<file path="config.mk">
export PLATFORM = sky130hd
export DESIGN_NAME = shift_operand_stage
export DESIGN_NICKNAME = d
export VERILOG_FILES = /design/src/rtl/shift_operand_stage.sv
export SDC_FILE = /design/constraint.sdc
export NUM_CORES = 1
export LEC_CHECK = 0
export CAP_MARGIN = 5
export CORE_UTILIZATION = 53
export CTS_CLUSTER_SIZE = 40
export DETAILED_ROUTE_END_ITERATION = 10
export DONT_BUFFER_PORTS = 1
export GPL_ROUTABILITY_DRIVEN = 0
export GPL_TIMING_DRIVEN = 0
export PLACE_DENSITY = 0.66
export REMOVE_ABC_BUFFERS = 1
export SYNTH_ARGS = -nofsm -noshare
export SYNTH_HDL_FRONTEND = slang
export SYNTH_SLANG_ARGS = --single-unit
</file>
<file path="constraint.sdc">
create_clock -name clk -period 2.2 [get_ports clk]
set_input_delay 0 -clock clk [delete_from_list [all_inputs] [get_ports clk]]
set_output_delay 0 -clock clk [all_outputs]
set_load 0.005 [all_outputs]
</file>
<file path="src/rtl/shift_operand_stage.sv">
`default_nettype none
// ============================================================================
// Module      : shift_operand_stage
// Description : Decodes RV32I shift instructions into an A/shamt/right/arith
//               bundle in front of the barrel shifter. A 2-entry output/skid
//               buffer keeps full throughput under back-pressure.
//               Optional build macro: ILLEGAL_CHECK_EN (full funct7 check).
// Revision    : 1.0 - initial release
// ============================================================================
module shift_operand_stage #(
    parameter int WIDTH = 32,
    parameter int SHW   = $clog2(WIDTH)
) (
    input  logic             clk,
    input  logic             rst,
    input  logic             in_valid,
    output logic             in_ready,
    input  logic             in_is_imm,
    input  logic [2:0]       in_funct3,
    input  logic [6:0]       in_funct7,
    input  logic [WIDTH-1:0] in_rs1,
    input  logic [WIDTH-1:0] in_rs2,
    input  logic [SHW-1:0]   in_imm_sh,
    input  logic [4:0]       in_rd,
    output logic             out_valid,
    input  logic             out_ready,
    output logic [WIDTH-1:0] out_a,
    output logic [SHW-1:0]   out_shamt,
    output logic             out_right,
    output logic             out_arith,
    output logic [4:0]       out_rd,
    output logic             out_illegal
);

    localparam int c_BUNDLE_W = WIDTH + SHW + 1 + 1 + 5 + 1;

    // State bits are {skid_full, out_valid}
    typedef enum logic [1:0] {
        ST_EMPTY = 2'b00,
        ST_ONE   = 2'b01,
        ST_FULL  = 2'b11
    } state_t;

    state_t                r_state;
    state_t                w_state_nxt;
    logic [c_BUNDLE_W-1:0] r_out;
    logic [c_BUNDLE_W-1:0] r_skid;
    logic [c_BUNDLE_W-1:0] w_bundle;
    logic                  w_is_sll;
    logic                  w_is_srx;
    logic [SHW-1:0]        w_shamt;
    logic                  w_illegal;
    logic                  w_acc;
    logic                  w_drain;
    logic                  w_load_out_in;
    logic                  w_load_out_skid;
    logic                  w_load_skid;
    logic                  w_unused_ok;

    assign w_is_sll = (in_funct3 == 3'b001);
    assign w_is_srx = (in_funct3 == 3'b101);
    assign w_shamt  = in_is_imm ? in_imm_sh : in_rs2[SHW-1:0];

`ifdef ILLEGAL_CHECK_EN
    assign w_illegal = !(w_is_sll || w_is_srx)
                     || ((in_funct7 != 7'b0000000) && (in_funct7 != 7'b0100000))
                     || (w_is_sll && (in_funct7 == 7'b0100000));
`else
    assign w_illegal = !(w_is_sll || w_is_srx);
`endif

    // Upper rs2 bits never affect the shift amount
    assign w_unused_ok = &{1'b0, in_rs2[WIDTH-1:SHW], in_funct7};

    assign w_bundle = {in_rs1, w_shamt, w_is_srx, w_is_srx & in_funct7[5], in_rd, w_illegal};

    assign in_ready  = ~r_state[1];
    assign out_valid = r_state[0];
    assign w_acc     = in_valid & in_ready;
    assign w_drain   = out_valid & out_ready;

    always_ff @(posedge clk) begin
        if (rst) begin
            r_state <= ST_EMPTY;
        end else begin
            r_state <= w_state_nxt;
        end
    end

    always_comb begin
        w_state_nxt     = r_state;
        w_load_out_in   = 1'b0;
        w_load_out_skid = 1'b0;
        w_load_skid     = 1'b0;
        case (r_state)
            ST_EMPTY: begin
                if (w_acc) begin
                    w_state_nxt   = ST_ONE;
                    w_load_out_in = 1'b1;
                end
            end
            ST_ONE: begin
                if (w_drain && w_acc) begin
                    w_load_out_in = 1'b1;
                end else if (w_drain) begin
                    w_state_nxt = ST_EMPTY;
                end else if (w_acc) begin
                    w_state_nxt = ST_FULL;
                    w_load_skid = 1'b1;
                end
            end
            ST_FULL: begin
                if (w_drain) begin
                    w_state_nxt     = ST_ONE;
                    w_load_out_skid = 1'b1;
                end
            end
            default: w_state_nxt = ST_EMPTY;
        endcase
    end

    always_ff @(posedge clk) begin
        if (rst) begin
            r_out  <= '0;
            r_skid <= '0;
        end else begin
            if (w_load_out_in) begin
                r_out <= w_bundle;
            end else if (w_load_out_skid) begin
                r_out <= r_skid;
            end
            if (w_load_skid) begin
                r_skid <= w_bundle;
            end
        end
    end

    assign {out_a, out_shamt, out_right, out_arith, out_rd, out_illegal} = r_out;

endmodule
`default_nettype wire
</file>
# Word level (Yosys, flattened, before mapping)
# Cells that the tools add are included.
# op_classes
eq_ne,8
n_mux,17
bitwise,4
n_reduce_logical,6
# ops
op,count
45-bit two-way mux,2
2-bit two-way mux,5
1-bit two-way mux,7
"2-bit != test, second input constant",3
2-bit case mux with 3 select lines,1
5-bit two-way mux,1
4-bit AND reduction,1
1-bit AND,3
"3-bit by 1-bit == test with 1-bit output, second input constant",1
"3-bit == test, second input constant",1
"3-bit != test, second input constant",1
"2-bit by 1-bit == test with 1-bit output, second input constant",1
"2-bit == test, second input constant",1
2-bit zero test,1
1-bit case mux with 2 select lines,1
2-bit nonzero test,1
1-bit logical AND,1
1-bit zero test,1
1-bit logical OR,1
1-bit inverter,1
# word_totals
reg_bits,92
output_inout_bits,47
word_cells,38

# Longest topological paths before layout
# logic_depth
word_depth,6
ltp_mapped,7
ltp_nobuf,6

# Least setup slack after synthesis
# No wires, ideal clock.
# synth_path
path_kind,register to register
from,register r_state[1]
to,register r_out[2]
setup_ns,0.139
arrival_ns,1.576
required_time_ns,2.061
path_slack_ns,0.485
stages_incl_launch_ff,8
n_path_buf,2
period_less_slack_ns,1.715
path_cell_list,dfxtp_1 inv_1 ha_1 and3_1 o21ai_4 buf_2 buf_4 a211oi_2
# synth_between
elab_chain_cells,6
# synth_rtl
item,line,rtl
"start, declared",44,state_t r_state;
"start signal, assigned",86,r_state <= w_state_nxt;
1-bit inverter *,77,assign in_ready = ~r_state[1];
named net in_ready,17,"output logic in_ready,"
1-bit AND *,79,assign w_acc = in_valid & in_ready;
1-bit logical AND,103,if (w_drain && w_acc) begin
1-bit two-way mux,103,
1-bit case mux with 2 select lines *,95,case (r_state)
45-bit two-way mux / 2-bit nonzero test (equally long branches),--,
"end signal, assigned",128,r_out <= w_bundle;
"end signal, assigned",130,r_out <= r_skid;
"end, declared",46,logic [c_BUNDLE_W-1:0] r_out;
# The timed path passes the listed nets; every way through them passes the cells marked *.
# A chain may end at the register's enable or synchronous reset.

# Worst setup path in the final report
# layout_path
from,register r_state[0]
to,register r_out[9]
# layout_between
elab_chain_cells,5
# layout_rtl
item,line,rtl
1-bit AND,80,assign w_drain = out_valid & out_ready;
1-bit logical AND,103,
1-bit two-way mux,103,
1-bit case mux with 2 select lines,95,
45-bit two-way mux / 2-bit nonzero test (equally long branches),--,
# Several ways; a longest one is shown, not always the timed one.

==> flow_summary.toml <==
[outcome]
status = "completed"

[routing]
drc = 0
drt_iter0_drc = 126
final_antenna_net_count = 0
detail_route.first_pass.iterations = 4
wl_per_cell_microns = 15.72
wirelength_microns = 8880
num_vias = 3077
viasPerCell = 5.446

[clock_network]
cts_tree = "built"
cts_buffers = 9
htreeDepth = 3
clk_latency_ps = 360
clk_path_buf_depth = 2
root_buffer = "clkbuf_8"
cts.clk_slew.worst_paths_ps = 90
clock-sinks = 92

[critical_path]
arrival_ps = 2230
crit_required_ps = 2440
crit_type = "reg2reg"
critPathMaxFanout = 23
endpoint_kind = "register"
cp-start-kind = "register"

[timing]
finalMaxSlewViolations = 0
worst_hold_slack_ps = 4.640
clock-skew-final_ps = 9.465
period_share = 0.9064
tightest_slew_ps = 552.2
fmax_mhz = 501.5
grt_setup_unrepaired = "no"
tns_ps = 0
slew_headroom = 0.6318
worst_slack_ps = 205.9
finalHoldViolCount = 0
min_period_ps = 1994
setup_viol = 0

[cells_and_area]
drive_gt1_frac = 0.1002
design_area_sq_um = 4682
fin_util = 0.6779
syn2layout_area_growth_pct = 21.18
final_cell_mix = "91 x dfxtp_1, 83 x nand2_1, 52 x dlygate4sd3_1"
fin_nets = 557
final_common_cell = "dfxtp_1"
n_antenna_cell = 0

[synthesis]
synthDistinctLibCells = 28
synth_cells = 428
synth-edff-count = 0
synthFlopType = "dfxtp_1"
synth.yosys.warnings = 0
seq_area_frac_synth = 0.4767
ys_ff_latch = 92
syn_area_per_cell_sq_um = 9.027
synth-async-reset-ratio = 0
netlist_area_sq_um = 3864

[pwr]
pwr_density_cell_nw_per_um2 = 998.8
power.leakage_uw = 0.001944
vdd_ir_drop_max_uv = 514.5

[die]
dieArea_sq_um = 7635
fp.coreArea_sq_um = 6907
die_y_microns = 87.38
start_util = 0.5594
fp-row-count = 30
ios = 136
fp.dieW_microns = 87.38

[grt]
grt_start_max_net_pins = 94
grt_pass1_vias = 2877
antenna_found_initial = 0
grt_usage = 0.2381
grt_first_pass_wirelength_microns = 13960
gr-total-overflow = 0

[hold_path]
hp-class = "in2reg"

[placement]
io_buffer_count = 0
place_area_sq_um = 3913
dpl.hpwl_microns = 4615
detailedPlace.worstSlack_ps = -149.9

[flow_run]
cap_violations = 0
-- registers in the layout, indices dropped and copies added, names as in the netlist --
register,cells
r_state,2
r_out,45
r_skid,45
-- stage by stage --
stage	instances	total power, uW
final	565	4676
after CTS	564	4690
after detailed placement	493	3474
after global routing	565	4957
after floorplan	393	3105
after global placement	489	3344
-- synthesized netlist by cell type (4+ instances only) --
library cell  count  area, sq um
a211oi_2         10        125.1
ha_1              4        50.05
a21oi_1          46        230.2
dfxtp_1          92         1842
mux2_2            5        56.30
clkbuf_1         15        56.30
or2_1             5        31.28
mux2i_1          45        450.4
buf_4             6        45.04
a211oi_1         36        270.3
nor2_1           45        168.9
nand2_1          83        311.6
buf_2            13        65.06
-- path summary, 6_finish.rpt --
path                                   start  cells after the start  slack [ps]          to
worst max-delay path              r_state[0]                      5         210    r_out[9]
worst min-delay path            in_imm_sh[4]                      3           5   r_out[12]
worst max register to register    r_state[0]                      5         210    r_out[9]
worst min register to register    r_skid[28]                      2         460  r_skid[28]
-- per-layer routing --
metal	routed length (microns)	global-route usage	up-vias
met2	4414	0.4034	104
met1	3706	0.2927	1417
met4	103	0.09240	0
li1	-	-	1546
met3	656	0.05498	10
met5	0	0	-
-- where the power goes --
part	internal, uW	total (uW)	switching, uW	leakage [uW]
logic	572	1310	736	0.00110
clock network	449	1070	623	0.0000851
registers	2020	2300	274	0.000754
total	3040	4680	1630	0.00194
-- kinds of logic (layout without fill, tap and decap cells) --
kind of cell             after synthesis  in the layout  synth area share
AND/OR/NAND/NOR                      143            144            0.1499
multiplexers                          50             50            0.1312
flip-flops                            92             92            0.4767
AO/OA/AOI/OAI                        101            102            0.1823
buffers and inverters                 38             77           0.04695
adder cells (fa/ha/maj)                4              4           0.01295
-- layout make-up --
| class | instances | area [sq um] |
|---|---|---|
| Multi-Input combinational cell | 300 | 1886 |
| Fill cell | 567 | 2225 |
| Tap cell | 96 | 120.1 |
| Clock inverter | 6 | 48.80 |
| Sequential cell | 92 | 1843 |
| Inverter | 3 | 11.26 |
| Clock buffer | 10 | 137.6 |
| Timing Repair Buffer | 58 | 635.6 |
-- repair_timing --
| action | in CTS | in global routing |
|---|---|---|
| pin swaps | 2 | 1 |
| gates cloned | 2 | 0 |
| hold endpoints to repair | 92 | 0 |
| setup endpoints to repair | 43 | 34 |
| buffers inserted | 0 | 1 |
| hold buffers | 53 | 0 |
| gates resized for setup | 2 | 0 |
-- critical path: stages (launching register included) --
cell and delay [ps]:
dfxtp_2 500, ha_1 360, nand3_4 440, mux2_2 440, nand2_1 70, a21oi_1 60
No activity file was read; power rests on OpenSTA's default activity.
